## config.mk

```make
export PLATFORM = sky130hd
export DESIGN_NAME = nand_page_program_engine
export DESIGN_NICKNAME = d
export VERILOG_FILES = /design/src/rtl/nand_page_program_engine.sv
export SDC_FILE = /design/constraint.sdc
export NUM_CORES = 1
export LEC_CHECK = 0
export ABC_AREA = 1
export CAP_MARGIN = 10
export CORE_MARGIN = 10
export CORE_UTILIZATION = 47
export DETAILED_ROUTE_END_ITERATION = 12
export PLACE_DENSITY = 0.77
export SLEW_MARGIN = 15
export SYNTH_ARGS = -nofsm -noshare
export SYNTH_HDL_FRONTEND = slang
export SYNTH_SLANG_ARGS = --single-unit
```

## constraint.sdc

```tcl
create_clock -name clk -period 2.05 [get_ports clk]
set_input_delay 0.41 -clock clk [delete_from_list [all_inputs] [get_ports clk]]
set_output_delay 0.41 -clock clk [all_outputs]
set_load 0.02 [all_outputs]
```

## src/rtl/nand_page_program_engine.sv

```systemverilog
// Reads one 2048-word page from the buffer's controller port and drives an x16 NAND PAGE PROGRAM
// (0x80, 4 address cycles, data, 0x10), then waits on R/B#. Optional timeout: NAND_BUSY_TIMEOUT_EN.
module nand_page_program_engine #(
  parameter int DATA_WIDTH   = 16,
  parameter int BUF_DEPTH    = 2048,
  parameter int ADDR_WIDTH   = 11,
  parameter int ROW_WIDTH    = 16,
  parameter int WE_LOW_CYC   = 2,
  parameter int WE_HIGH_CYC  = 2,
  parameter int WB_CYC       = 8,
  parameter int BUSY_TIMEOUT = 65535
) (
  input  logic                  clk,
  input  logic                  rst,
  input  logic                  start,
  input  logic [ROW_WIDTH-1:0]  row_addr,
  output logic                  busy,
  output logic                  done,
  output logic                  fail,
  output logic                  buf_rd_en,
  output logic [ADDR_WIDTH-1:0] buf_rd_addr,
  input  logic [DATA_WIDTH-1:0] buf_rd_data,
  output logic [DATA_WIDTH-1:0] nand_io_out,
  output logic                  nand_io_oe,
  output logic                  nand_ce_n,
  output logic                  nand_cle,
  output logic                  nand_ale,
  output logic                  nand_we_n,
  input  logic                  nand_rb_n
);

  localparam int BUS = WE_LOW_CYC + WE_HIGH_CYC;
  localparam int PW  = (BUS > 1) ? $clog2(BUS) : 1;
  localparam int WW  = $clog2(WB_CYC + 1);
  localparam logic [PW-1:0]         PH_LAST = PW'(BUS - 1);
  localparam logic [PW-1:0]         PH_PRE  = PW'(BUS - 2);
  localparam logic [PW-1:0]         PH_RISE = PW'(WE_LOW_CYC - 1);
  localparam logic [ADDR_WIDTH-1:0] W_LAST  = ADDR_WIDTH'(BUF_DEPTH - 1);

  typedef enum logic [2:0] {
    S_IDLE, S_CMD1, S_ADDR, S_DATA, S_CMD2, S_WAIT_BUSY, S_WAIT_READY, S_DONE
  } state_t;

  state_t                state;
  logic [PW-1:0]         ph;
  logic [ADDR_WIDTH-1:0] idx;
  logic [WW-1:0]         wcnt;
  logic [ROW_WIDTH-1:0]  row_q;
  logic [DATA_WIDTH-1:0] io_q;
  logic                  in_data;
  logic                  rb_s1, rb_s2;
  logic                  bus_state, fetch_due;

  // The buffer's read register updates exactly on the bus-cycle boundary and then holds,
  // so during DATA it serves directly as the I/O drive register.
  assign nand_io_out = in_data ? buf_rd_data : io_q;

  assign bus_state = (state == S_CMD1) || (state == S_ADDR) ||
                     (state == S_DATA) || (state == S_CMD2);
  assign fetch_due = ((state == S_ADDR) && (idx == ADDR_WIDTH'(3))) ||
                     ((state == S_DATA) && (idx != W_LAST));

  always_ff @(posedge clk or posedge rst) begin
    if (rst) begin
      rb_s1 <= 1'b0;
      rb_s2 <= 1'b0;
    end else begin
      rb_s1 <= nand_rb_n;
      rb_s2 <= rb_s1;
    end
  end

`ifdef NAND_BUSY_TIMEOUT_EN
  localparam int TW = $clog2(BUSY_TIMEOUT + 1);
  logic [TW-1:0] tcnt;
`else
  assign fail = 1'b0 & (BUSY_TIMEOUT == 0);
`endif

  always_ff @(posedge clk or posedge rst) begin
    if (rst) begin
      state       <= S_IDLE;
      ph          <= '0;
      idx         <= '0;
      wcnt        <= '0;
      row_q       <= '0;
      io_q        <= '0;
      in_data     <= 1'b0;
      busy        <= 1'b0;
      done        <= 1'b0;
      buf_rd_en   <= 1'b0;
      buf_rd_addr <= '0;
      nand_io_oe  <= 1'b0;
      nand_ce_n   <= 1'b1;
      nand_cle    <= 1'b0;
      nand_ale    <= 1'b0;
      nand_we_n   <= 1'b1;
`ifdef NAND_BUSY_TIMEOUT_EN
      tcnt        <= '0;
      fail        <= 1'b0;
`endif
    end else begin
      done <= 1'b0;
`ifdef NAND_BUSY_TIMEOUT_EN
      fail <= 1'b0;
`endif
      // Fetch the next word so it lands on the boundary into the following bus cycle.
      buf_rd_en <= fetch_due && (ph == PH_PRE);
      if (buf_rd_en) buf_rd_addr <= buf_rd_addr + 1'b1;

      if (bus_state) begin
        if (ph == PH_LAST) begin
          ph <= '0;
          if (state != S_CMD2) nand_we_n <= 1'b0;
        end else begin
          ph <= ph + 1'b1;
          if (ph == PH_RISE) nand_we_n <= 1'b1;
        end
      end

      case (state)
        S_IDLE: begin
          if (start) begin
            row_q      <= row_addr;
            busy       <= 1'b1;
            nand_ce_n  <= 1'b0;
            nand_io_oe <= 1'b1;
            io_q       <= DATA_WIDTH'(16'h0080);
            nand_cle   <= 1'b1;
            nand_ale   <= 1'b0;
            nand_we_n  <= 1'b0;
            ph         <= '0;
            state      <= S_CMD1;
          end
        end
        S_CMD1: begin
          if (ph == PH_LAST) begin
            idx      <= '0;
            io_q     <= '0;
            nand_cle <= 1'b0;
            nand_ale <= 1'b1;
            state    <= S_ADDR;
          end
        end
        S_ADDR: begin
          if (ph == PH_LAST) begin
            if (idx == ADDR_WIDTH'(3)) begin
              idx      <= '0;
              io_q     <= '0;
              nand_ale <= 1'b0;
              in_data  <= 1'b1;
              state    <= S_DATA;
            end else begin
              idx  <= idx + 1'b1;
              io_q <= (idx == ADDR_WIDTH'(1)) ? DATA_WIDTH'(row_q[7:0]) :
                      (idx == ADDR_WIDTH'(2)) ? DATA_WIDTH'(row_q[15:8]) : '0;
            end
          end
        end
        S_DATA: begin
          if (ph == PH_LAST) begin
            if (idx == W_LAST) begin
              idx      <= '0;
              in_data  <= 1'b0;
              io_q     <= DATA_WIDTH'(16'h0010);
              nand_cle <= 1'b1;
              state    <= S_CMD2;
            end else begin
              idx <= idx + 1'b1;
            end
          end
        end
        S_CMD2: begin
          if (ph == PH_LAST) begin
            nand_io_oe <= 1'b0;
            nand_cle   <= 1'b0;
            io_q       <= '0;
            wcnt       <= '0;
            state      <= S_WAIT_BUSY;
          end
        end
        S_WAIT_BUSY: begin
          if (wcnt == WW'(WB_CYC - 1)) begin
            wcnt  <= '0;
            state <= S_WAIT_READY;
`ifdef NAND_BUSY_TIMEOUT_EN
            tcnt  <= '0;
`endif
          end else begin
            wcnt <= wcnt + 1'b1;
          end
        end
        S_WAIT_READY: begin
          // A device that is already ready here is accepted; no low phase is required.
          if (rb_s2) begin
            done      <= 1'b1;
            busy      <= 1'b0;
            nand_ce_n <= 1'b1;
            state     <= S_DONE;
          end
`ifdef NAND_BUSY_TIMEOUT_EN
          else if (tcnt == TW'(BUSY_TIMEOUT - 1)) begin
            fail      <= 1'b1;
            busy      <= 1'b0;
            nand_ce_n <= 1'b1;
            tcnt      <= '0;
            state     <= S_IDLE;
          end else begin
            tcnt <= tcnt + 1'b1;
          end
`endif
        end
        S_DONE:  state <= S_IDLE;
        default: state <= S_IDLE;
      endcase
    end
  end

endmodule
```

---- Yosys cells after proc, flatten, opt, wreduce, memory -nomap -nowiden ----
Index checks and enable logic that the tools add are counted.
W data, S select, Z words.
storage, ports and cells
  register bits after elaboration ......... 74
  input bits .............................. 36
  output and inout bits ................... 36
cells by class
  add/subtract/negate cells ............... 4
  equal/unequal tests ..................... 27
  muxes and demuxes ....................... 61
  reduce and logical (&&, ||, !) cells .... 27
operators with widths
  kind                     number
  $mux W16                 6
  $pmux W16 S4             1
  $mux W11                 5
  $pmux W11 S3             1
  $mux W3                  9
  $mux W8                  3
  $pmux W3 S8              1
  $add A11 B1 Y11 const B  2
  $eq A11 B2 Y1 const B    2
  $mux W1                  22
  $reduce_and A5 Y1        3
  $ne A2 B1 Y1 const B     7
  $eq A3 B3 Y1 const B     4
  $eq A11 B1 Y1 const B    1
  $eq A11 B11 Y1 const B   1
  $ne A11 B11 Y1 const B   1
  $reduce_and A9 Y1        1
  $reduce_bool A3 Y1       3
  $mux W2                  4
  $mux W4                  2
  $pmux W1 S2              4
  $pmux W4 S2              1
  $reduce_bool A2 Y1       4
  $eq A3 B2 Y1 const B     2
  18 further kinds         29

---- Depth between registers and ports, before layout ----
Gate-level depths: netlist of run 1.
  word-level depth ........................ 7
  mapped depth ............................ 11
  depth with buffers taken out ............ 10

---- Least setup slack after synthesis of run 1 ----
Ideal clock, no wire load.
  path type ............................... reg2out
  from .................................... reg in_data
  to ...................................... out nand_io_out[7]
  data arrival time ....................... 1.195 ns
  data required time ...................... 1.640 ns
  path slack .............................. 0.445 ns
  stages on the path, launching flop included .. 4
  path buffers ............................ 2
  cell sequence ........................... dfrtp_1 clkbuf_1 buf_2 mux2_2
on the way
  cells in the longest elaborated chain, start to end .. 1
ends and longest elaborated chain
  item                    RTL line  source
  from (decl)             50        logic in_data;
  from (signal assigned)  88        in_data <= 1'b0;
  from (signal assigned)  151       in_data <= 1'b1;
  from (signal assigned)  164       in_data <= 1'b0;
  $mux W16                56        assign nand_io_out = in_data ? buf_rd_data : io_q;
  to (decl)               23        output logic [DATA_WIDTH-1:0] nand_io_out,
No other way between the ends.

---- Final worst setup path of run 1 ----
  from .................................... reg in_data
  to ...................................... out nand_io_out[4]
Same word-level chain as after synthesis.

==> reports/metrics.yaml, run 1 <==
fmax_ghz: 0.503
synth_area_per_cell_um2: 8.27
r2r_cells: 10
layout_setup_ws_ns: 0.0612
fillers: 632
die_h_um: 107
layout.nets: 555
hold_class: "in -> async"
routed_wl_um: 8070
drc_errors: 0
synthFlopType: "dfrtp_1"
grt_usage_pct: 14.6
finalClockSkew_ns: 0.00761
finalSetupTns_ns: 0
path_clk_slew_ns: 0.08
synthesis.nets: 477
dpl.hpwl_um: 6220
fin_util_pct: 63.1
finalMaxSlewViolations: 0
initial_core_util_pct: 48.8
gp_congestion: 0.854
setup.worst_path.end_class: "output pin"
maxCapViolCount: 0
boundaryPins: 72
synth_area_mm2: 0.00358
final.min_clock_period_ns: 1.99
clk_path_buf_depth: 2
antenna_found_initial: 0
leakage_uw: 0.00236
finalHoldViolCount: 0
r2r-end: "idx[5]$_DFFE_PP0P_"
dieArea_mm2: 0.0115
setup_viol: 0
cp_cell_sequence: "buf_4 -> mux2_2 -> dlygate4sd2_1"
status: "completed"
layout-drive-gt1-share_pct: 14.1
dp_slack_ns: 0.0000325
synth_warnings: 0
post_dp_cell_area_mm2: 0.00441
final_area_mm2: 0.00462
clock-sinks: 66
avgViaCountPerCell: 4.81
clkLatencyLatePin_ns: 0.34
gr-total-overflow: 0
slowest_stage: "dfrtp_1"
syn2layout_area_growth_pct: 29.1
critPathArrivalTime_ns: 1.58
path_class: "reg -> out"
cts_buffers: 9
synth_cell_types: 39
crit_path_max_fanout: 7
cts_root_buf: "clkbuf_8"
power.density_mw_per_mm2: 1210
io_buffers: 70
core_area_mm2: 0.00733
ant_nets: 0
p_total_uw: 5600
setup.worst_path.start: "in_data$_DFFE_PP0P_"
seq_area_frac_synth_pct: 46.2
ys_ff_latch: 66
path_delay_family: "buffers and inverters"
first_pass_iters: 4
rr_startpoint: "idx[0]$_DFFE_PP0P_"
r2r_slack_ns: 0.40
rows: 31
required_ns: 1.64
dr_total_vias: 2957
ir_drop_v: 0.000778
slowest_delay_ns: 0.39
cts_tree: "yes"
startpoint_type: "flip-flop"
fin_crit_sh_pct: 97.0
cts-htree-levels: 3
dieWidth_um: 107
rsz0062_at_grt: "no"
grt_max_degree: 31
num_antenna_cells: 0
synth_edf_count: 0
drt_iter0_drc: 96
synthCells: 433
grt_pass1_wl_um: 13800
grt_pass1_vias: 2995
ys_async_sr_fraction_pct: 100
crit_buf_inv: 2
wl_per_cell_um: 13.1
==> cells in the final DEF, fill, tap and decap left out, types with 5 or more instances in the layout <==
cell type / netlist / routed
clkdlybuf4s50_1: 0 / 54
mux2_2: 9 / 9
nor2_2: 5 / 5
o21ai_0: 20 / 20
nor2_4: 5 / 5
nand2_1: 140 / 140
dlymetal6s2s_1: 0 / 7
nand2_2: 5 / 5
a21oi_1: 9 / 9
inv_2: 7 / 7
dfrtp_1: 64 / 64
ha_1: 8 / 8
clkbuf_8: 0 / 10
buf_4: 1 / 6
nor2_1: 33 / 33
xor2_1: 11 / 11
nand3_1: 26 / 26
inv_1: 38 / 37
dlygate4sd2_1: 0 / 9
==> per-stage QoR <==
stage / hold WS (ns) / instances
after floorplan: 0.331 / 433
after global placement: 0.332 / 599
after detailed placement: 0.363 / 599
after CTS: 0.365 / 615
after global routing: 0.387 / 615
final: 0.370 / 615
==> timing repair <==
item                                    in CTS  in global routing
hold buffers                                 0                  0
resized for setup                            9                  7
buffers inserted                             0                  0
endpoints found under the setup margin       9                  7
==> cell type report <==
| type | count | area (um^2) | share of cell area (%) |
|---|---|---|---|
| clock buffers | 10 | 138 | 2.98 |
| clock inverters | 6 | 66.3 | 1.43 |
| inverters | 47 | 185 | 4.01 |
| multi-input cells | 309 | 1660 | 36.0 |
| flip-flops and latches | 66 | 1650 | 35.8 |
| well taps | 99 | 124 | 2.68 |
| repair buffers | 78 | 792 | 17.1 |
==> state kept, by name (all words and copies together), names as in the netlist, 2 cells and up <==
signal / cells
buf_rd_addr: 11
row_q: 16
ph: 2
wcnt: 4
state: 3
io_q: 8
idx: 11
==> cells in the mapped netlist (3+ instances only) <==
master | n | area, um^2
a21oi_1 | 9 | 45.0
buf_2 | 5 | 25.0
buf_6 | 4 | 45.0
dfrtp_1 | 64 | 1600
ha_1 | 8 | 100
inv_1 | 38 | 143
inv_2 | 7 | 26.3
mux2_2 | 9 | 101
nand2_1 | 140 | 526
nand2_2 | 5 | 31.3
nand2_4 | 3 | 33.8
nand3_1 | 26 | 130
nand4_1 | 3 | 18.8
nor2_1 | 33 | 124
nor2_2 | 5 | 31.3
nor2_4 | 5 | 56.3
nor3_1 | 3 | 15.0
o21ai_0 | 20 | 100
o21ai_1 | 4 | 20.0
o21ai_2 | 4 | 35.0
xnor2_1 | 4 | 35.0
xor2_1 | 11 | 96.3
==> power by group <==
group | switching, uW | internal [uW]
Combinational | 1510 | 993
Sequential | 325 | 1660
Clock | 515 | 594
Total | 2360 | 3250
==> kinds of logic after synthesis <==
group / synth area share (%)
multiplexers: 2.83
XOR/XNOR: 3.67
AO/OA/AOI/OAI: 7.02
buffers and inverters: 7.34
flip-flops: 46.2
adder cells (fa/ha/maj): 2.80
AND/OR/NAND/NOR: 30.0
other: 0.105
==> worst max-delay path by stage <==
stage | endpoint | cells after the start | slack (ns)
finish | nand_io_out[4] | 3 | 0.06
global route | nand_io_out[4] | 3 | 0.008
CTS | nand_io_out[9] | 4 | 0.001
detailed placement | nand_io_out[2] | 3 | 0.00003
global placement | nand_io_out[4] | 3 | 0.009
floorplan | nand_io_out[7] | 3 | 0.44
==> routing by layer <==
layer / track usage [%] / routed length (um)
met1: 17.5 / 3710
met2: 24.2 / 3870
met3: 3.71 / 397
met4: 6.19 / 100
met5: 0 / 0
(Power assumes the default switching activity.)
==> run 2: changes to the inputs <==
- SKIP_CTS_REPAIR_TIMING: unset -> 1
==> reports/metrics.yaml, run 2 (synthesized netlist as in run 1, its figures left out) <==
antenna_found_initial: 0  # unchanged
syn2layout_area_growth_pct: 30.0
path_clk_slew_ns: 0.08  # about the same
dr_total_vias: 2978  # +0.71%
crit_path_max_fanout: 2  # -5
startpoint_type: "flip-flop"
fin_crit_sh_pct: 92.1  # -4.9 points
gp_congestion: 0.854  # unchanged
finalClockSkew_ns: 0.00812  # +0.000507 ns
final_common_cell: "nand2_1"
p_clk_share_pct: 19.7  # about the same
reg_top3: "row_q: 16 flops, buf_rd_addr: 11 flops, idx: 11 flops"
cts_buffers: 9  # unchanged
slowest_delay_ns: 0.60  # +0.21 ns
leakage_uw: 0.00245  # +4.2%
setup_viol: 0  # unchanged
avgViaCountPerCell: 4.84  # +0.71%
cts_tree: "yes"
power.density_mw_per_mm2: 1210  # about the same
boundaryPins: 72  # unchanged
clk_path_buf_depth: 2  # unchanged
ir_drop_v: 0.000779  # +0.11%
cp_cell_sequence: "clkdlybuf4s50_1"
drc_errors: 0  # unchanged
gr-total-overflow: 0  # unchanged
initial_core_util_pct: 48.8  # unchanged
p_comb_share_pct: 45.1  # +0.3 points
r2r_slack_ns: 0.40  # about the same
crit_buf_inv: 1  # -1
rr_startpoint: "idx[0]$_DFFE_PP0P_"
cts-htree-levels: 3  # unchanged
cts_root_buf: "clkbuf_8"
critPathArrivalTime_ns: 1.48  # -0.10 ns
dieWidth_um: 107  # unchanged
finalHoldViolCount: 0  # unchanged
fin_util_pct: 63.5  # +0.46 points
p_int_uw: 3280  # +1.0%
path_class: "reg -> out"
final_cell_mix: "140 x nand2_1, 64 x dfrtp_1, 54 x clkdlybuf4s50_1"
grt_pass1_vias: 3000  # +0.17%
grt_max_degree: 31  # unchanged
layout-drive-gt1-share_pct: 14.1  # unchanged
io_buffers: 70  # unchanged
setup.worst_path.end_class: "output pin"
switching_share_pct: 41.8  # -0.19 points
core_area_mm2: 0.00733  # unchanged
drt_iter0_drc: 100  # +4.2%
clock-sinks: 66  # unchanged
hold_class: "in -> async"
layout_setup_ws_ns: 0.162  # +0.101 ns
hold_ws_ns: 0.370  # -0.00000100 ns
layout.nets: 555  # unchanged
stdcell_count: 615  # unchanged
largest-register: "row_q"
maxCapViolCount: 0  # unchanged
pwr-share-seq_pct: 35.2  # -0.2 points
required_ns: 1.64  # about the same
dpl.hpwl_um: 6220  # unchanged
grt_usage_pct: 14.6  # about the same
dp_cells: 599  # unchanged
fmax_ghz: 0.530  # +5.3%
ant_nets: 0  # unchanged
largest_register_ffs: 16  # unchanged
r2r_cells: 10  # unchanged
rsz0062_at_grt: "no"
clkLatencyLatePin_ns: 0.34  # about the same
status: "completed"
fillers: 622  # -1.6%
slowest_stage: "clkdlybuf4s50_1"
rows: 31  # unchanged
routed_wl_um: 8120  # +0.56%
r2r-end: "idx[5]$_DFFE_PP0P_"
dp_slack_ns: 0.0000325  # unchanged
path_delay_family: "buffers and inverters"
grt_pass1_wl_um: 13800  # -0.10%
first_pass_iters: 4  # unchanged
final.min_clock_period_ns: 1.89  # -0.101 ns
die_h_um: 107  # unchanged
dieArea_mm2: 0.0115  # unchanged
num_antenna_cells: 0  # unchanged
finalMaxSlewViolations: 0  # unchanged
wl_per_cell_um: 13.2  # +0.56%
switchingPower_uw: 2360  # +0.24%
run 2: changes by cell type in the layout (fill, tap and decap cells not counted):
cell / previous run / this run
dlymetal6s2s_1: 7 / 16
dlygate4sd2_1: 9 / 0
run 2: final cells by class:
type                       count  area [um^2]  share of cell area (%)
tap                           99          124                    2.66
inverter                      47          185                    3.98
clock buffer                  10          138                    2.96
clock inverter                 6         66.3                    1.42
timing repair buffer          78          826                    17.7
multi-input combinational    309         1660                    35.7
sequential                    66         1650                    35.5
run 2: stage by stage:
| stage | TNS, ns | cell area [um^2] | power, uW |
|---|---|---|---|
| after global routing | 0 | 4660 | 6100 |
| final | 0 | 4660 | 5640 |
| after CTS | -1.35 | 4620 | 5730 |
| after floorplan | 0 | 3580 | 3830 |
| after global placement | 0 | 4410 | 4500 |
| after detailed placement | 0 | 4410 | 4590 |
run 2: power groups by stage:
| stage | Combinational [uW] | Clock (uW) | Sequential (uW) |
|---|---|---|---|
| detailed placement | 2590 | 0 | 2010 |
| CTS | 2600 | 1140 | 1980 |
| global route | 2870 | 1200 | 2040 |
| floorplan | 1890 | 0 | 1940 |
| finish | 2550 | 1110 | 1980 |
| global placement | 2510 | 0 | 1990 |
run 2: metal layers:
| metal | part of all wire (%) | global-route usage (%) |
|---|---|---|
| met1 | 45 | 17.4 |
| met2 | 48 | 24.2 |
| met3 | 5.2 | 3.71 |
| met4 | 1.2 | 6.19 |
| met5 | 0 | 0 |
run 2: worst max path at each step:
| stage | start | to | slack, ns | cells past startpoint |
|---|---|---|---|---|
| finish | nand_we_n$_DFF_PP1_ | nand_we_n | 0.16 | 1 |
| global route | in_data$_DFFE_PP0P_ | nand_io_out[0] | 0.11 | 3 |
| CTS | in_data$_DFFE_PP0P_ | nand_io_out[4] | -0.19 | 3 |
| detailed placement | buf_rd_data[2] | nand_io_out[2] | 0.00003 | 3 |
| global placement | buf_rd_data[4] | nand_io_out[4] | 0.009 | 3 |
| floorplan | in_data$_DFFE_PP0P_ | nand_io_out[7] | 0.44 | 3 |
==> run 3: changes to the inputs <==
- REMOVE_ABC_BUFFERS: unset -> 1
==> reports/metrics.yaml, run 3 (synthesized netlist as in run 1, its figures left out) <==
busiest_layer: "met2"
use_met2_pct: 23.8  # -0.39 points
finalClockSkew_ns: 0.00662  # -0.00150 ns
dieWidth_um: 107  # unchanged
slowest_delay_ns: 0.60  # about the same
setup_viol: 0  # unchanged
hp-start: "rb_s1$_DFF_PP0_"
cts_tree: "yes"
final_common_cell: "nand2_1"
largest-register: "row_q"
cts_root_buf: "clkbuf_8"
slowest_stage: "clkdlybuf4s50_1"
path_delay_family: "buffers and inverters"
crit_buf_inv: 1  # unchanged
finalHoldViolCount: 0  # unchanged
r2r_cells: 8  # -2
avgViaCountPerCell: 4.90  # +1.3%
antenna_found_initial: 0  # unchanged
grt_usage_pct: 14.1  # -0.40 points
grt_max_degree: 67  # +120%
leakage_uw: 0.00243  # -0.80%
cp.depth: 1  # unchanged
switchingPower_uw: 2310  # -2.3%
syn2layout_area_growth_pct: 28.2
fin_util_pct: 62.6  # -0.89 points
cts_buffers: 9  # unchanged
ant_nets: 0  # unchanged
finalSetupTns_ns: 0  # unchanged
required_ns: 1.64  # about the same
p_clk_share_pct: 18.1  # -1.6 points
crit_path_max_fanout: 2  # unchanged
initial_core_util_pct: 48.8  # unchanged
dr_total_vias: 2991  # +0.44%
post_dp_cell_area_mm2: 0.00437  # -0.88%
switching_share_pct: 42.0  # +0.13 points
largest_register_ffs: 16  # unchanged
clkLatencyLatePin_ns: 0.34  # about the same
first_pass_iters: 4  # unchanged
dieArea_mm2: 0.0115  # unchanged
layout.nets: 552  # -0.54%
fillers: 619  # -0.48%
drc_errors: 0  # unchanged
p_total_uw: 5490  # -2.6%
power.density_mw_per_mm2: 1200  # -1.2%
setup.worst_path.start: "nand_ce_n$_DFFE_PP1P_"
endpoint: "nand_ce_n"
grtUsageMet3_pct: 3.11  # -0.60 points
path_class: "reg -> out"
die_h_um: 107  # unchanged
path_clk_slew_ns: 0.07  # about the same
pwr-share-seq_pct: 36.1  # +0.9 points
clock-sinks: 66  # unchanged
startpoint_type: "flip-flop"
layout-drive-gt1-share_pct: 13.3  # -0.84 points
setup.worst_path.end_class: "output pin"
routed_wl_um: 8030  # -1.0%
reg_top3: "row_q: 16 flops, buf_rd_addr: 11 flops, idx: 11 flops"
grt_util_met1_pct: 16.7  # -0.79 points
fmax_ghz: 0.534  # +0.76%
r2r-end: "state[1]$_DFFE_PP0P_"
finalMaxSlewViolations: 0  # unchanged
cp_cell_sequence: "clkdlybuf4s50_1"
critPathArrivalTime_ns: 1.46  # -0.02 ns
final_area_mm2: 0.00459  # -1.4%
drt_iter0_drc: 144  # +44%
clk_path_buf_depth: 2  # unchanged
hold_class: "reg -> reg"
cts-htree-levels: 3  # unchanged
ir_drop_v: 0.000692  # -11%
maxCapViolCount: 0  # unchanged
p_int_uw: 3190  # -2.8%
holdPathStages: 0
num_antenna_cells: 0  # unchanged
status: "completed"
p_comb_share_pct: 45.8  # +0.7 points
dpl.hpwl_um: 6190  # -0.53%
wl_per_cell_um: 13.2  # -0.22%
gp_congestion: 0.861  # +0.83%
grt_pass1_vias: 2888  # -3.7%
rr_startpoint: "ph[0]$_DFF_PP0_"
final.min_clock_period_ns: 1.87  # -0.0142 ns
io_buffers: 70  # unchanged
boundaryPins: 72  # unchanged
gr-total-overflow: 0  # unchanged
core_area_mm2: 0.00733  # unchanged
rsz0062_at_grt: "no"
fin_crit_sh_pct: 91.4  # -0.69 points
final_cell_mix: "140 x nand2_1, 64 x dfrtp_1, 54 x clkdlybuf4s50_1"
rows: 31  # unchanged
grt_pass1_wl_um: 13400  # -3.0%
r2r_slack_ns: 0.36  # -0.04 ns
## run 3: cell types whose count changed in the layout (fill, tap and decap cells not counted), sizes merged
cell and change:
buf -3, bufinv -1, clkbuf +2, clkinv -1, clkinvlp -3, inv +1
## run 3: power by group through the flow
stage	clock, uW	combinational [uW]	sequential [uW]
2_1_floorplan	0	1640	2050
3_3_place_gp	0	2470	1990
3_5_place_dp	0	2550	2010
4_1_cts	1010	2570	1980
5_1_grt	1060	2830	2040
6_report	994	2520	1980
## run 3: how the worst min path moves through the flow
stage,end
finish,rb_s2$_DFF_PP0_
global placement,rb_s2$_DFF_PP0_
global route,rb_s2$_DFF_PP0_
floorplan,rb_s2$_DFF_PP0_
CTS,rb_s2$_DFF_PP0_
detailed placement,rb_s2$_DFF_PP0_
## run 3: final cells by class
| class | instances | area [um^2] | area share (%) |
|---|---|---|---|
| timing repair buffer | 75 | 791 | 17.2 |
| tap | 99 | 124 | 2.70 |
| inverter | 47 | 181 | 3.95 |
| sequential | 66 | 1650 | 36.0 |
| clock inverter | 2 | 12.5 | 0.272 |
| multi-input combinational | 309 | 1660 | 36.2 |
| clock buffer | 12 | 165 | 3.60 |
## run 3: metal layers
metal / wire, um / up-vias / share of wire (%)
li1: - / 1513 / -
met4: 127 / 0 / 1.6
met2: 4160 / 68 / 52
met1: 3390 / 1399 / 42
met3: 355 / 11 / 4.4
met5: 0 / - / 0
## run 3: stage by stage
step	std cells	setup WS, ns	hold WS [ns]
global route	610	0.120	0.382
detailed placement	596	0.00877	0.338
floorplan	422	-0.0115	0.331
CTS	610	-0.182	0.354
finish	610	0.176	0.352
global placement	596	-0.00270	0.334
